**src/rtl/comb_filter_prog.sv**
```systemverilog
// ---------------------------------------------------------------------------
// comb_filter_prog -- programmable I/Q comb filter (feedforward / feedback)
//
// Purpose:
//   Strobe-qualified comb filter for an I/Q sample stream, intended to sit
//   behind a decimator. The delay length and mode are programmable at run
//   time. Any change to either one flushes the history, so samples taken
//   under the old configuration never reach the output.
//
//   Feedforward : y = x - x[n-D]
//   Feedback    : y = x - h + (h >>> S), and y is stored back as h
//   The output is the internal sum with the GUARD bits floored away.
//
// Ports (top):
//   clock       in   system clock
//   reset       in   synchronous, active-high
//   strobe_in   in   input sample valid (one-cycle pulses, back-to-back ok)
//   i_in/q_in   in   BIT_WIDTH two's-complement samples
//   delay_m1    in   comb delay minus one, D = delay_m1 + 1 (shadowed)
//   fb_shift    in   feedback attenuation shift S, 0..31 (not shadowed)
//   mode_fb     in   0 = feedforward, 1 = feedback (shadowed)
//   busy        out  history flush in progress; strobes are dropped
//   strobe_out  out  result valid, exactly one clock after strobe_in
//   i_out/q_out out  BIT_WIDTH results, held between strobes
//
// Build option:
//   COMB_FILTER_SAT_EN  defined   -> reduction to IW saturates
//                       undefined -> reduction to IW wraps
// ---------------------------------------------------------------------------

// ---------------------------------------------------------------------------
// comb_filter_chan -- one channel (lane): history RAM, datapath, output reg
//
// Ports:
//   clock, reset     clock / sync active-high reset (output register only)
//   flush_i          write zero to flush_addr_i this cycle
//   flush_addr_i     history address being cleared
//   run_stb_i        accepted sample this cycle
//   ptr_i            history read/write pointer
//   mode_fb_i        feedback mode (shadowed copy)
//   fb_shift_i       feedback attenuation shift
//   x_i              input sample
//   y_o              registered output sample
// ---------------------------------------------------------------------------
module comb_filter_chan #(
  parameter int BIT_WIDTH      = 16,
  parameter int GUARD          = 3,
  parameter int MAX_DELAY_LOG2 = 3
) (
  input  logic                      clock,
  input  logic                      reset,
  input  logic                      flush_i,
  input  logic [MAX_DELAY_LOG2-1:0] flush_addr_i,
  input  logic                      run_stb_i,
  input  logic [MAX_DELAY_LOG2-1:0] ptr_i,
  input  logic                      mode_fb_i,
  input  logic [4:0]                fb_shift_i,
  input  logic [BIT_WIDTH-1:0]      x_i,
  output logic [BIT_WIDTH-1:0]      y_o
);
  localparam int IW    = BIT_WIDTH + GUARD;
  localparam int AW    = IW + 2;
  localparam int DEPTH = 1 << MAX_DELAY_LOG2;

  // History has no reset: the FSM always flushes it after reset.
  logic        [IW-1:0]        hist_q [DEPTH];
  logic        [BIT_WIDTH-1:0] y_q, y_d;

  logic signed [IW-1:0] x_e, h, h_sh, sum_r, store;
  logic        [AW-1:0] sum_w, fb_term;

  always_comb begin
    x_e  = {{GUARD{x_i[BIT_WIDTH-1]}}, x_i};
    h    = hist_q[ptr_i];
    // Signed >>> fills with the sign once S reaches IW or more.
    h_sh = h >>> fb_shift_i;
    fb_term = mode_fb_i ? {{2{h_sh[IW-1]}}, h_sh} : '0;
    // Two extra bits are enough: |x - h + h>>>S| < 2^(IW+1).
    sum_w = {{2{x_e[IW-1]}}, x_e} - {{2{h[IW-1]}}, h} + fb_term;
  end

`ifdef COMB_FILTER_SAT_EN
  // Overflow when the top three bits disagree; clamp toward the sign.
  always_comb begin
    sum_r = sum_w[IW-1:0];
    if (!((sum_w[AW-1:IW-1] == 3'b000) || (sum_w[AW-1:IW-1] == 3'b111)))
      sum_r = sum_w[AW-1] ? {1'b1, {(IW-1){1'b0}}} : {1'b0, {(IW-1){1'b1}}};
  end
`else
  logic unused_hi;
  assign unused_hi = ^sum_w[AW-1:IW];
  always_comb sum_r = sum_w[IW-1:0];
`endif

  always_comb begin
    store = mode_fb_i ? sum_r : x_e;
    // Dropping GUARD LSBs of a two's-complement value is a floor divide.
    y_d   = sum_r[IW-1:GUARD];
  end

  always_ff @(posedge clock) begin
    if (flush_i)
      hist_q[flush_addr_i] <= '0;
    else if (run_stb_i)
      hist_q[ptr_i] <= store;
  end

  always_ff @(posedge clock) begin
    if (reset)          y_q <= '0;
    else if (run_stb_i) y_q <= y_d;
  end

  assign y_o = y_q;
endmodule

// ---------------------------------------------------------------------------
// comb_filter_prog -- top: config shadowing, flush FSM, two channel lanes
// ---------------------------------------------------------------------------
module comb_filter_prog #(
  parameter int BIT_WIDTH      = 16,
  parameter int GUARD          = 3,
  parameter int MAX_DELAY_LOG2 = 3
) (
  input  logic                      clock,
  input  logic                      reset,
  input  logic                      strobe_in,
  input  logic [BIT_WIDTH-1:0]      i_in,
  input  logic [BIT_WIDTH-1:0]      q_in,
  input  logic [MAX_DELAY_LOG2-1:0] delay_m1,
  input  logic [4:0]                fb_shift,
  input  logic                      mode_fb,
  output logic                      busy,
  output logic                      strobe_out,
  output logic [BIT_WIDTH-1:0]      i_out,
  output logic [BIT_WIDTH-1:0]      q_out
);
  localparam int NUM_LANES = 2;  // lane 0 = I, lane 1 = Q

  typedef enum logic {FLUSH, RUN} state_t;

  state_t                    state_q, state_d;
  logic [MAX_DELAY_LOG2-1:0] flush_addr_q, flush_addr_d;
  logic [MAX_DELAY_LOG2-1:0] hist_ptr_q, hist_ptr_d;
  logic [MAX_DELAY_LOG2-1:0] dly_sh_q, dly_sh_d;
  logic                      mode_sh_q, mode_sh_d;
  logic                      stb_out_q;
  logic                      run_stb, flush;

  logic [NUM_LANES-1:0][BIT_WIDTH-1:0] x_lane, y_lane;

  // Next-state: FLUSH walks every history address once, then RUN.
  always_comb begin
    state_d      = state_q;
    flush_addr_d = flush_addr_q;
    hist_ptr_d   = hist_ptr_q;
    dly_sh_d     = dly_sh_q;
    mode_sh_d    = mode_sh_q;
    run_stb      = 1'b0;
    flush        = 1'b0;
    case (state_q)
      FLUSH: begin
        flush        = 1'b1;
        flush_addr_d = flush_addr_q + 1'b1;
        if (flush_addr_q == '1) begin
          state_d    = RUN;
          hist_ptr_d = '0;
        end
      end
      RUN: begin
        // A strobe coinciding with a config change is still processed
        // under the old shadow settings; the flush then wipes it.
        run_stb = strobe_in;
        if (strobe_in)
          hist_ptr_d = (hist_ptr_q == dly_sh_q) ? '0 : hist_ptr_q + 1'b1;
        if ((delay_m1 != dly_sh_q) || (mode_fb != mode_sh_q)) begin
          dly_sh_d     = delay_m1;
          mode_sh_d    = mode_fb;
          state_d      = FLUSH;
          flush_addr_d = '0;
        end
      end
      default: state_d = FLUSH;
    endcase
  end

  always_ff @(posedge clock) begin
    if (reset) begin
      state_q      <= FLUSH;
      flush_addr_q <= '0;
      hist_ptr_q   <= '0;
      dly_sh_q     <= delay_m1;
      mode_sh_q    <= mode_fb;
      stb_out_q    <= 1'b0;
    end else begin
      state_q      <= state_d;
      flush_addr_q <= flush_addr_d;
      hist_ptr_q   <= hist_ptr_d;
      dly_sh_q     <= dly_sh_d;
      mode_sh_q    <= mode_sh_d;
      stb_out_q    <= run_stb;
    end
  end

  assign x_lane[0] = i_in;
  assign x_lane[1] = q_in;

  for (genvar l = 0; l < NUM_LANES; l++) begin : g_lane
    comb_filter_chan #(
      .BIT_WIDTH      (BIT_WIDTH),
      .GUARD          (GUARD),
      .MAX_DELAY_LOG2 (MAX_DELAY_LOG2)
    ) u_chan (
      .clock        (clock),
      .reset        (reset),
      .flush_i      (flush & ~reset),
      .flush_addr_i (flush_addr_q),
      .run_stb_i    (run_stb & ~reset),
      .ptr_i        (hist_ptr_q),
      .mode_fb_i    (mode_sh_q),
      .fb_shift_i   (fb_shift),
      .x_i          (x_lane[l]),
      .y_o          (y_lane[l])
    );
  end

  assign busy       = (state_q == FLUSH);
  assign strobe_out = stb_out_q;
  assign i_out      = y_lane[0];
  assign q_out      = y_lane[1];
endmodule

```
**config.mk**
```make
export PLATFORM = sky130hd
export DESIGN_NAME = comb_filter_prog
export DESIGN_NICKNAME = d
export VERILOG_FILES = /design/src/rtl/comb_filter_prog.sv
export SDC_FILE = /design/constraint.sdc
export NUM_CORES = 1
export LEC_CHECK = 0
export ABC_CLOCK_PERIOD_IN_PS = 7780
export CAP_MARGIN = 30
export CORE_MARGIN = 4
export CORE_UTILIZATION = 61
export DETAILED_ROUTE_END_ITERATION = 10
export GPL_TIMING_DRIVEN = 0
export PLACE_DENSITY = 0.8
export SLEW_MARGIN = 20
export SYNTH_ARGS = -nofsm -noshare
export SYNTH_HDL_FRONTEND = slang
export SYNTH_SLANG_ARGS = --single-unit
```
**constraint.sdc**
```tcl
create_clock -name clock -period 7.78 [get_ports clock]
set_input_delay 1.556 -clock clock [delete_from_list [all_inputs] [get_ports clock]]
set_output_delay 1.556 -clock clock [all_outputs]
set_load 0.02 [all_outputs]
```
==> impl_metrics.env, run 1 <==
export IMPL_worstPathRequired_ns=8.04
export IMPL_powerDensity_mw_per_mm2=220
export IMPL_synthArstFlopShare_pct=0
export IMPL_drt_initial_drc_count=1402
export IMPL_rows=63
export IMPL_syn_area_per_cell_sq_um=13.1
export IMPL_holdBufCountCts=0
export IMPL_finalCritPeriodShare_pct=96.6
export IMPL_critPathLaunch="fb_shift[0]"
export IMPL_cts_tree="yes"
export IMPL_final_common_cell="edfxtp_1"
export IMPL_synth_fp_nets=1533
export IMPL_ys_seq_area_share_pct=54.6
export IMPL_drive_gt1_share_pct=15.4
export IMPL_grt_ovfl_total=0
export IMPL_grtUsageTotal_pct=30.5
export IMPL_rsz0062_at_grt="false"
export IMPL_cp_max_fo=17
export IMPL_clock_path_buffers=3
export IMPL_fp_coreArea_sq_mm=0.0298
export IMPL_ant_nets=0
export IMPL_clock_latency_ns=0.53
export IMPL_die_h_microns=182
export IMPL_final_fill_count=1985
export IMPL_finalSetupViolCount=0
export IMPL_clkTransAtPathRegs_ns=0.06
export IMPL_grt_first_pass_wirelength_microns=76700
export IMPL_p_leak_nw=7.26
export IMPL_ys_ff_latch=351
export IMPL_ios=78
export IMPL_crit_path_end_kind="flip-flop"
export IMPL_cts_buffers=36
export IMPL_min_from="g_lane[1].u_chan.y_o[6]"
export IMPL_die_w_microns=182
export IMPL_routed_wirelength_microns=50300
export IMPL_nNetsFinal=1663
export IMPL_final_max_slew_viol_count=0
export IMPL_min_path_type="reg -> reg"
export IMPL_vias=12600
export IMPL_worst_pin_slew_ns=0.969
export IMPL_dieArea_sq_mm=0.0332
export IMPL_grt_pass1_vias=12600
export IMPL_yosysWarnings=0
export IMPL_final_area_sq_mm=0.0214
export IMPL_yosysUniqueCellTypes=70
export IMPL_vias_per_cell=6.40
export IMPL_antenna_found_initial=0
export IMPL_wl_per_cell_microns=25.7
export IMPL_synthesis_area_sq_mm=0.0185
export IMPL_mostFrequentLayoutCells="308 x edfxtp_1, 118 x nand2_1, 113 x inv_1"
export IMPL_hold_violations=0
export IMPL_crit_type="in -> reg"
export IMPL_detailed_place_hpwl_microns=36000
export IMPL_status="completed"
export IMPL_drcViolationCount=0
export IMPL_synth_main_ff_cell="edfxtp_1"
export IMPL_drt_pass1_iter_count=6
export IMPL_period_needed_ns=7.51
export IMPL_synth_cells=1412
export IMPL_portBuffers=74
export IMPL_grt_max_degree=21
export IMPL_dpl_instance_area_sq_mm=0.0202
export IMPL_gp_congestion=0.951
export IMPL_max_slew_margin_pct=35.4
export IMPL_cts_sinks=351
export IMPL_vdd_drop_max_mv=0.199
export IMPL_h_tree_depth=2
export IMPL_clockRootBuffer="clkbuf_16"
export IMPL_start_util_pct=62.1
export IMPL_synth_edf_count=308
export IMPL_cp_start_kind="input pin"
export IMPL_maxCapViolCount=0
export IMPL_final_setup_tns_ns=0
export IMPL_clock_fmax_ghz=0.133
export IMPL_syn2layout_area_growth_pct=15.3
export IMPL_worstPathArrival_ns=7.77
export IMPL_clock_skew_ns=0.0236
worst max-delay path: stages:
cell	delay (ns)
clkdlybuf4s50_1	0.52
inv_2	0.43
buf_1	0.67
mux2_2	0.45
a21oi_1	0.15
nor2_1	0.05
a21oi_1	0.14
o211ai_1	0.12
ha_1	0.33
inv_1	0.04
ha_1	0.21
fa_1	0.51
a211oi_1	0.45
o21ai_0	0.22
a21oi_1	0.36
a211oi_1	0.16
or2_2	0.32
a31oi_1	0.34
mux2_2	0.39
nand2_1	0.34
layout make-up:
type	instances	area, sq um	share of cell area, %
Antenna cell	1	2.50	0.0117
Buffer	78	374	1.75
Clock buffer	51	1030	4.82
Clock inverter	15	154	0.721
Inverter	120	450	2.11
Multi-Input combinational cell	862	7640	35.8
Sequential cell	351	10100	47.4
Tap cell	390	488	2.29
Timing Repair Buffer	93	1100	5.16
power by group:
group          total [mW]  switching [mW]  internal [mW]
clock                1.72           0.717          0.999
sequential           2.10          0.0155           2.08
combinational       0.878           0.530          0.348
total                4.69            1.26           3.43
synth_stat cells, drive strengths merged (10+ instances only):
library cell  instances  share of area [%]
clkbuf               53                1.1
nand2               118                2.4
o211ai               12               0.49
nand3                23               0.62
mux2i                71                3.9
mux2                 50                3.0
edfxtp              308                 50
mux4                 84                 10
buf                  26               0.93
o21ai                58                1.6
nor2                 92                1.9
a21oi                68                1.8
xor2                 12               0.57
a21o                 18               0.73
ha                   41                2.8
a31oi                14               0.47
xnor2                22                1.0
nand2b               10               0.34
nor3                 17               0.46
dfxtp                43                4.7
inv                 118                2.4
fa                   36                3.9
metrics by stage:
stage | hold slack [ns] | util, % | worst slack (ns) | instances | total power [mW]
floorplan | 0.473 | - | 1.46 | 1412 | 2.74
global placement | 0.443 | 66.3 | -0.461 | 1876 | 2.96
detailed placement | 0.449 | 67.6 | -0.560 | 1893 | 2.99
CTS | 0.464 | 71.6 | 0.322 | 1958 | 4.69
global route | 0.483 | 71.6 | 0.0810 | 1960 | 4.88
finish | 0.464 | 71.7 | 0.268 | 1961 | 4.69
sequential cells by signal (all words and copies together) (netlist names), named ones only:
register,count
g_lane.u_chan.hist_q,304
g_lane.u_chan.y_o,32
dly_sh_q,3
flush_addr_q,3
hist_ptr_q,3
mode_sh_q,1
state_q,1
strobe_out,1
layer usage:
metal | vias up | wire [microns] | share of wire (%) | track usage (%)
met1 | 6244 | 20500 | 41 | 44.0
met5 | - | 0 | 0 | 0
met3 | 104 | 4420 | 8.8 | 5.38
li1 | 5508 | - | - | -
met4 | 0 | 1730 | 3.4 | 9.94
met2 | 695 | 23700 | 47 | 47.9
final timing paths:
| kind | end | cells past startpoint | slack (ns) |
|---|---|---|---|
| worst max-delay path | g_lane[0].u_chan.hist_q[5][16] | 20 | 0.27 |
| worst min-delay path | g_lane[1].u_chan.y_o[6] | 2 | 0.46 |
| worst max register to register | g_lane[0].u_chan.hist_q[5][16] | 22 | 0.46 |
| worst min register to register | g_lane[1].u_chan.y_o[6] | 2 | 0.46 |
repair_timing:
item                       4_1_cts  5_1_grt
pin swaps                        0        0
gates resized for setup          1        3
cloned                           0        0
setup endpoints to repair       16        8
buffers inserted                 0        0
cell families (layout without fill, tap and decap cells):
logic type	count (synthesis)	in the layout	share of synthesized area, %
AO/OA/AOI/OAI	228	228	7.62
AND/OR/NAND/NOR	318	318	7.85
XOR/XNOR	34	34	1.61
multiplexers	205	205	17.2
buffers and inverters	199	357	4.43
adder cells (fa/ha/maj)	77	77	6.66
other	0	1	0
flip-flops	351	351	54.6
Power figures use the tool's default switching activity.
==> run 2, diff against run 1 <==
Settings changed: CORE_UTILIZATION 61 to 64, DONT_BUFFER_PORTS set to 1.
==> run 2 against run 1 <==
Sequential power about the same. Flip-flop and latch count unchanged. Clock skew grew 0.0060 ns. Die area down 4.5%. Sequential share of layout area up 1.9 points. Maximum frequency rose by 2.2%.
==> impl_metrics.env, run 2 (synthesis results as in run 1) <==
export IMPL_fp_coreArea_sq_mm=0.0282
export IMPL_fin_util_pct=73.0
export IMPL_clock_path_buffers=3
export IMPL_syn2layout_area_growth_pct=11.0
export IMPL_period_needed_ns=7.35
export IMPL_max_slew_margin_pct=35.5
export IMPL_portBuffers=0
export IMPL_wl_met1_microns=19300
export IMPL_met3_wirelength_microns=5750
export IMPL_dp_slack_ns=-0.121
export IMPL_finalCritPeriodShare_pct=94.4
export IMPL_antenna_found_initial=1
export IMPL_final_cells=1873
export IMPL_clockRootBuffer="clkbuf_16"
export IMPL_cts_tree="yes"
export IMPL_wl_per_cell_microns=26.8
export IMPL_status="completed"
export IMPL_dpl_instance_area_sq_mm=0.0194
export IMPL_ios=78
export IMPL_min_path_type="reg -> reg"
export IMPL_grtUsageTotal_pct=32.3
export IMPL_final_area_sq_mm=0.0205
export IMPL_grt_pass1_vias=12400
export IMPL_h_tree_depth=2
export IMPL_holdBufCountCts=0
export IMPL_ant_nets=0
export IMPL_clock_latency_ns=0.54
export IMPL_gp_congestion=0.976
export IMPL_grt_ovfl_total=0
export IMPL_crit_path_end_kind="flip-flop"
export IMPL_rows=61
export IMPL_nNetsFinal=1589
export IMPL_final_common_cell="edfxtp_1"
export IMPL_dieArea_sq_mm=0.0317
export IMPL_top_layer="met4"
export IMPL_grt_max_degree=21
export IMPL_wl_met2_microns=23000
export IMPL_clock_skew_ns=0.0295
export IMPL_critPathLaunch="fb_shift[1]"
export IMPL_rsz0062_at_grt="false"
export IMPL_start_util_pct=65.7
export IMPL_cts_sinks=351
export IMPL_finalPower_mw=4.58
export IMPL_drcViolationCount=0
export IMPL_worstPathRequired_ns=8.06
export IMPL_p_leak_nw=6.97
export IMPL_rr_endpoint="g_lane[0].u_chan.hist_q[0][16]"
export IMPL_hold_slack_ns=0.554
export IMPL_die_w_microns=178
export IMPL_clkTransAtPathRegs_ns=0.06
export IMPL_maxCapViolCount=0
export IMPL_worstPathArrival_ns=7.63
export IMPL_drt_initial_drc_count=1666
export IMPL_critPathCapture="g_lane[0].u_chan.hist_q[0][16]"
export IMPL_vias=12400
export IMPL_hold_violations=0
export IMPL_cts_buffers=36
export IMPL_cp_max_fo=13
export IMPL_largest_reg_flops=304
export IMPL_finalSetupViolCount=0
export IMPL_vias_per_cell=6.62
export IMPL_fin_ws_ns=0.433
export IMPL_worst_pin_slew_ns=0.968
export IMPL_crit_type="in -> reg"
export IMPL_powerDensity_mw_per_mm2=223
export IMPL_mostFrequentLayoutCells="308 x edfxtp_1, 118 x nand2_1, 113 x inv_1"
export IMPL_detailed_place_hpwl_microns=36100
export IMPL_routed_wirelength_microns=50200
export IMPL_final_setup_tns_ns=0
export IMPL_post_place_cells=1806
export IMPL_final_max_slew_viol_count=0
export IMPL_cp_start_kind="input pin"
export IMPL_vdd_drop_max_mv=0.192
export IMPL_reg2reg_depth=22
export IMPL_grt_first_pass_wirelength_microns=76200
export IMPL_top_register="g_lane.u_chan.hist_q"
export IMPL_drive_gt1_share_pct=15.9
export IMPL_drt_pass1_iter_count=8
export IMPL_rrSetupSlack_ns=0.71
export IMPL_clock_fmax_ghz=0.136
export IMPL_die_h_microns=178
[run 2: changes by cell type in the layout (fill, tap and decap cells not counted), sizes merged]
| cell | delta |
|---|---|
| clkdlybuf4s50 | -74 |
| diode | +1 |
| clkbuf | -4 |
| bufinv | -2 |
| clkinv | +3 |
| clkdlybuf4s15 | -1 |
| buf | +1 |
[run 2: worst max-delay path, cell delays in order]
cell and delay, ns:
clkbuf_1 0.40, clkinvlp_4 0.56, clkbuf_1 0.50, mux2i_1 0.24, mux2_2 0.33, a21oi_1 0.17, nor2_1 0.05, a21oi_1 0.13
o211ai_1 0.12, ha_1 0.33, inv_1 0.04, ha_1 0.20, fa_1 0.49, a211oi_1 0.43, o21ai_0 0.22, a21oi_1 0.30
a211oi_1 0.17, or2_2 0.32, a31oi_1 0.35, mux2_2 0.39, nand2_1 0.31
[run 2: metal layers]
layer	vias to the layer above	GRT usage, %
li1	5369	-
met1	6108	45.7
met2	766	49.5
met3	160	7.63
met4	0	12.3
met5	-	0
[run 2: cell type report]
type / count / area, sq um
Clock buffer: 47 / 995
Sequential cell: 351 / 10100
Inverter: 120 / 454
Tap cell: 378 / 473
Buffer: 78 / 367
Timing Repair Buffer: 19 / 402
Multi-Input combinational cell: 862 / 7640
Fill cell: 1789 / 7620
Clock inverter: 16 / 100
Antenna cell: 2 / 5.00
[run 2: where the power goes]
| group | switching (mW) | internal [mW] | leakage, nW |
|---|---|---|---|
| sequential | 0.0164 | 2.08 | 2.83 |
| combinational | 0.535 | 0.332 | 3.61 |
| clock | 0.707 | 0.906 | 0.528 |
| total | 1.26 | 3.32 | 6.97 |
[run 2: how the worst min path moves through the flow]
stage                                  from                 endpoint  slack [ns]  cells past startpoint
floorplan                   flush_addr_q[0]          flush_addr_q[0]        0.47                      2
global placement            flush_addr_q[0]          flush_addr_q[0]        0.50                      2
detailed placement          flush_addr_q[0]          flush_addr_q[0]        0.54                      2
CTS                         flush_addr_q[0]          flush_addr_q[0]        0.56                      2
global route        g_lane[0].u_chan.y_o[4]  g_lane[0].u_chan.y_o[4]        0.58                      2
finish              g_lane[0].u_chan.y_o[5]  g_lane[0].u_chan.y_o[5]        0.55                      2
[run 2: what timing repair did]
item,4_1_cts,5_1_grt
endpoints found under the setup margin,0,24
resized for setup,0,1
buffers inserted,0,0
==> run 3, diff against run 2 <==
Settings changed: CORE_MARGIN 4 to unset.
==> run 3 against run 2 <==
Critical endpoint unchanged. Sequential share of layout area is 0.14 points lower. Via count is 0.31% lower. Core utilization is 0.40 points higher. Power is 2.8% higher. Setup slack worse by 0.073 ns. Highest routed layer unchanged. Register-to-register slack worse by 0.18 ns.
==> impl_metrics.env, run 3 (synthesis results as in run 1) <==
export IMPL_grt_first_pass_wirelength_microns=75400
export IMPL_multi_input_area_sq_mm=0.00764
export IMPL_hold_violations=0
export IMPL_cp_max_fo=10
export IMPL_ios=78
export IMPL_cts_buffers=36
export IMPL_power_internal_mw=3.44
export IMPL_switchingPower_mw=1.26
export IMPL_powerDensity_mw_per_mm2=228
export IMPL_final_fill_count=1792
export IMPL_drcViolationCount=0
export IMPL_grtUsageTotal_pct=35.4
export IMPL_cts_setup_buffers=0
export IMPL_p_sw_share_pct=26.8
export IMPL_clock_latency_ns=0.52
export IMPL_maxCapViolCount=0
export IMPL_final_cells=1872
export IMPL_gp_congestion=0.963
export IMPL_grt_ovfl_total=0
export IMPL_finalSetupViolCount=0
export IMPL_die_h_microns=172
export IMPL_cts_tree="yes"
export IMPL_post_place_cells=1806
export IMPL_mostFrequentLayoutCells="308 x edfxtp_1, 118 x nand2_1, 113 x inv_1"
export IMPL_top_layer="met4"
export IMPL_vias_per_cell=6.60
export IMPL_p_leak_nw=7.01
export IMPL_start_util_pct=65.9
export IMPL_wl_met2_microns=23000
export IMPL_antenna_found_initial=0
export IMPL_final_common_cell="edfxtp_1"
export IMPL_vias=12400
export IMPL_wl_met1_microns=19500
export IMPL_status="completed"
export IMPL_clkTransAtPathRegs_ns=0.06
export IMPL_period_needed_ns=7.42
export IMPL_final_setup_tns_ns=0
export IMPL_worst_pin_slew_ns=1.00
export IMPL_die_w_microns=172
export IMPL_drt_pass1_iter_count=6
export IMPL_wl_per_cell_microns=27.0
export IMPL_worstPathArrival_ns=7.70
export IMPL_routed_wirelength_microns=50600
export IMPL_drive_gt1_share_pct=15.8
export IMPL_max_slew_margin_pct=33.4
export IMPL_final_max_slew_viol_count=0
export IMPL_grt_pass1_vias=12400
export IMPL_vdd_drop_max_mv=0.311
export IMPL_pwr_share_clk_pct=36.8
export IMPL_finalCritPeriodShare_pct=95.4
export IMPL_pwr_share_comb_pct=18.6
export IMPL_crit_path_end_kind="flip-flop"
export IMPL_clock_fmax_ghz=0.135
export IMPL_drt_initial_drc_count=1753
export IMPL_nNetsFinal=1588
export IMPL_cts_sinks=351
export IMPL_seq_area_sq_mm=0.0101
export IMPL_dieArea_sq_mm=0.0296
export IMPL_clock_path_buffers=3
export IMPL_fin_util_pct=73.4
export IMPL_antenna_cells=0
export IMPL_crit_type="in -> reg"
export IMPL_grt_max_degree=22
export IMPL_top_register="g_lane.u_chan.hist_q"
export IMPL_met3_wirelength_microns=5800
export IMPL_worstPathRequired_ns=8.06
export IMPL_rows=61
export IMPL_syn2layout_area_growth_pct=11.3
export IMPL_detailed_place_hpwl_microns=36200
export IMPL_h_tree_depth=2
export IMPL_clockRootBuffer="clkbuf_16"
export IMPL_fp_coreArea_sq_mm=0.0281
export IMPL_rsz0062_at_grt="false"
export IMPL_largest_reg_flops=304
export IMPL_ant_nets=0
export IMPL_min_path_type="reg -> reg"
export IMPL_portBuffers=0
export IMPL_cp_start_kind="input pin"
export IMPL_seqPwrFrac_pct=44.6
export IMPL_clock_skew_ns=0.0158
-- run 3: changes by cell type in the layout (fill, tap and decap cells not counted) --
cell        previous run  this run
clkinv_2               5         1
clkinvlp_4             4         0
buf_12                 5         8
buf_16                10         7
bufinv_16              0         3
clkbuf_8               1         3
clkinv_1               6         8
clkinv_4               1         3
diode_2                2         0
buf_2                  5         4
buf_6                 10         9
clkbuf_1              60        61
clkbuf_2               0         1
-- run 3: metal layers --
layer	up-vias	track usage [%]
met5	-	0
met4	0	15.4
met3	175	8.24
met2	734	54.7
met1	6094	48.4
li1	5361	-
-- run 3: stage by stage --
step                worst slack [ns]  power [mW]  hold slack [ns]  cell area (sq um)
finish                         0.360        4.70            0.553              20600
global route                   0.177        4.86            0.575              20600
CTS                            0.335        4.69            0.556              20600
detailed placement            -0.189        2.98            0.507              19400
global placement             -0.0606        2.93            0.493              19000
floorplan                       1.46        2.74            0.473              18500
-- run 3: timing repair --
item / in CTS / in global routing
hold buffers: 0 / 0
gates resized for setup: 0 / 3
endpoints found under the setup margin: 0 / 20
-- run 3: worst paths after layout --
path / start / slack [ns] / end / cells after the start
max reg2reg: flip-flop / 0.53 / g_lane[0].u_chan.hist_q[0][16] / 22
min reg2reg: g_lane[0].u_chan.y_o[7] / 0.55 / g_lane[0].u_chan.y_o[7] / 2
max: fb_shift[1] / 0.36 / g_lane[0].u_chan.hist_q[0][16] / 20
min: g_lane[0].u_chan.y_o[7] / 0.55 / g_lane[0].u_chan.y_o[7] / 2
-- run 3: final cells by class --
cell class,count,share of cell area [%]
plain buffers,79,1.80
clock buffers,50,4.98
clock inverters,15,0.820
inverters,120,2.19
multi-input cells,862,37.1
flip-flops and latches,351,49.1
well taps,378,2.30
repair buffers,17,1.76
-- run 3: worst max-delay path, stage by stage --
cell and delay, ns:
clkbuf_1 0.40, clkinv_1 0.34, clkbuf_2 0.39, clkbuf_1 0.45, mux2i_1 0.25, mux2i_1 0.15, nand3b_1 0.23, a21oi_1 0.17
o21ai_1 0.13, fa_1 0.56, inv_1 0.07, fa_1 0.45, a211oi_1 0.43, o21ai_0 0.21, a21oi_1 0.35, a211oi_1 0.20
or2_2 0.33, a31oi_1 0.34, mux2_2 0.39, nand2_1 0.30
-- run 3: power groups by stage --
stage | logic [mW] | clock network, mW | registers, mW
final | 0.873 | 1.73 | 2.10
after detailed placement | 0.837 | 0 | 2.14
after CTS | 0.849 | 1.74 | 2.10
after global routing | 0.946 | 1.81 | 2.10
after global placement | 0.792 | 0 | 2.14
after floorplan | 0.604 | 0 | 2.13
==> variant (flow settings as in run 1) <==
`GUARD` is set to 3 in 2 places; all go to 2.
--- a/src/rtl/comb_filter_prog.sv
+++ b/src/rtl/comb_filter_prog.sv
@@ -46,3 +46,3 @@
   parameter int BIT_WIDTH      = 16,
-  parameter int GUARD          = 3,
+  parameter int GUARD          = 2,
   parameter int MAX_DELAY_LOG2 = 3
@@ -120,3 +120,3 @@
   parameter int BIT_WIDTH      = 16,
-  parameter int GUARD          = 3,
+  parameter int GUARD          = 2,
   parameter int MAX_DELAY_LOG2 = 3
Behaviour: not the same (a bounded check fails within 10 cycles, from zero or initial values and one cycle with reset high).
==> variant against run 1 <==
Cell area down 4.4%; via count down 0.60%; routed wire length is 5.5% higher; fmax rose by 0.83%; area after synthesis decreased by 5.3%; total power fell by 3.2%; non-clock buffer count down 5; largest power group unchanged; setup slack improved by 0.062 ns; clock skew is 0.0080 ns lower; sequential cell count decreased by 16; register-to-register slack better by 0.62 ns.
==> variant: results (changes against run 1) <==
- Tot GR Track Use: 34.35% (+3.9 points)
- Post-synth EDFFs: 292 (-5.2%)
- Post-Syn Area per Cell: 12.85 sq um (-2.0%)
- HPWL Detailed: 37,960 microns (+5.4%)
- Area contributors post-synth: edfxtp_1 (50%), mux4_2 (9.2%), dfxtp_1 (4.9%)
- Fillers: 1,848 (-6.9%)
- Port buffer count: 75 (+1.4%)
- First-pass GRT wire length: 79,090 microns (+3.1%)
- WL per Instance: 27.91 microns (+8.8%)
- Synth Net Count: 1,482 (-3.3%)
- Distinct cells, synth: 65 (-7.1%)
- Final wirelength: 53,080 microns (+5.5%)
- Vias per Instance: 6.559 (+2.5%)
- Vias in the first global route: 12,410 (-1.4%)
- Seq/Total Area, Yosys: 54.91% (+0.30 points)
- Commonest cells post-synth: edfxtp_1 (292), inv_1 (118), nand2_1 (113)
- Cells after DPL: 1,838 (-2.9%)
- Status: completed
- Initial antenna violation count: 1 (+1)
- Layout cells sized above 1: 15.29% (-0.062 points)
- Arr. time, crit path: 7.73 ns (-0.04 ns)
- Cts bufs inserted: 35 (-2.8%)
- # diodes: 0 (-1)
- Worst vdd ir: 0.2060 mV (+3.4%)
- Iteration-0 DRC Markers: 1,819 (+30%)
- Largest register FFs: 288 (-5.3%)
## variant: cell types whose count changed after synthesis, moves of 10 or more
cell	delta
o21ai_0	+17
clkbuf_1	-18
mux4_2	-12
edfxtp_1	-16
nor2_1	+20
a21o_1	-14
o21ai_1	-10
buf_2	+10
## variant: critical path, stage by stage
cell             delay (ns)
clkdlybuf4s50_1        0.54
buf_2                  0.52
clkbuf_1               0.59
clkbuf_1               0.52
a211oi_1               0.15
a21oi_1                0.16
nor2_1                 0.07
o31ai_2                0.29
fa_1                   0.51
inv_1                  0.08
ha_1                   0.22
a21oi_1                0.26
o22ai_1                0.18
nor3_1                 0.23
o21ai_0                0.28
o41a_1                 0.46
mux2i_1                0.19
o21ai_0                0.36
mux2i_4                0.50
## variant: cell families after synthesis
logic type	count (synthesis)	synth area share, %
AOI/OAI and AO/OA	232	8.291
xor gates and xnor gates	31	1.548
adders and majority gates	73	6.664
buffers and inverters	193	4.559
DFF	335	54.91
muxes	187	16.17
and+or+nand+nor	314	7.856
## variant: area by class of cell
type / instances / area share (%)
buffer: 70 / 1.661
tap: 378 / 2.317
clock inverter: 24 / 1.171
clock buffer: 40 / 4.431
sequential: 335 / 47.17
timing repair buffer: 96 / 5.822
inverter: 122 / 2.243
multi-input combinational: 837 / 35.19
## variant: final timing paths
check	from	endpoint	slack (ns)	cells past startpoint
worst max-delay path	fb_shift[1]	g_lane[1].u_chan.hist_q[0][17]$_DFFE_PP_	0.33	19
worst min-delay path	g_lane[0].u_chan.y_o[6]$_SDFFE_PP0P_	g_lane[0].u_chan.y_o[6]$_SDFFE_PP0P_	0.45	2
worst max register to register	flop	g_lane[0].u_chan.hist_q[6][14]$_DFFE_PP_	1.08	21
worst min register to register	g_lane[0].u_chan.y_o[6]$_SDFFE_PP0P_	g_lane[0].u_chan.y_o[6]$_SDFFE_PP0P_	0.45	2
## variant: power breakdown
| group | internal, uW | switching [uW] | leakage (uW) | total (uW) |
|---|---|---|---|---|
| clock network | 949 | 714 | 0.000556 | 1660 |
| logic | 327 | 548 | 0.00372 | 875 |
| registers | 1990 | 16.2 | 0.00272 | 2000 |
| total | 3260 | 1280 | 0.00700 | 4540 |
## variant: metal layers
metal,vias up,GRT usage (%),wire [microns]
li1,5334,-,-
met1,6231,48.52,20920
met2,770,55.11,25130
met3,141,5.070,4856
met4,0,12.60,2174
met5,-,0,0
## variant: stage by stage
stage	setup TNS (ns)	total power, uW	hold slack (ns)	cell area, sq um	setup WS [ns]
2_1_floorplan	0	2602	0.4734	17540	1.716
3_3_place_gp	-43.54	2846	0.4415	18760	-0.7952
3_5_place_dp	-47.77	2881	0.4460	19250	-0.8972
4_1_cts	0	4526	0.4534	20400	0.2773
5_1_grt	0	4710	0.4697	20420	0.07168
6_report	0	4540	0.4531	20420	0.3301
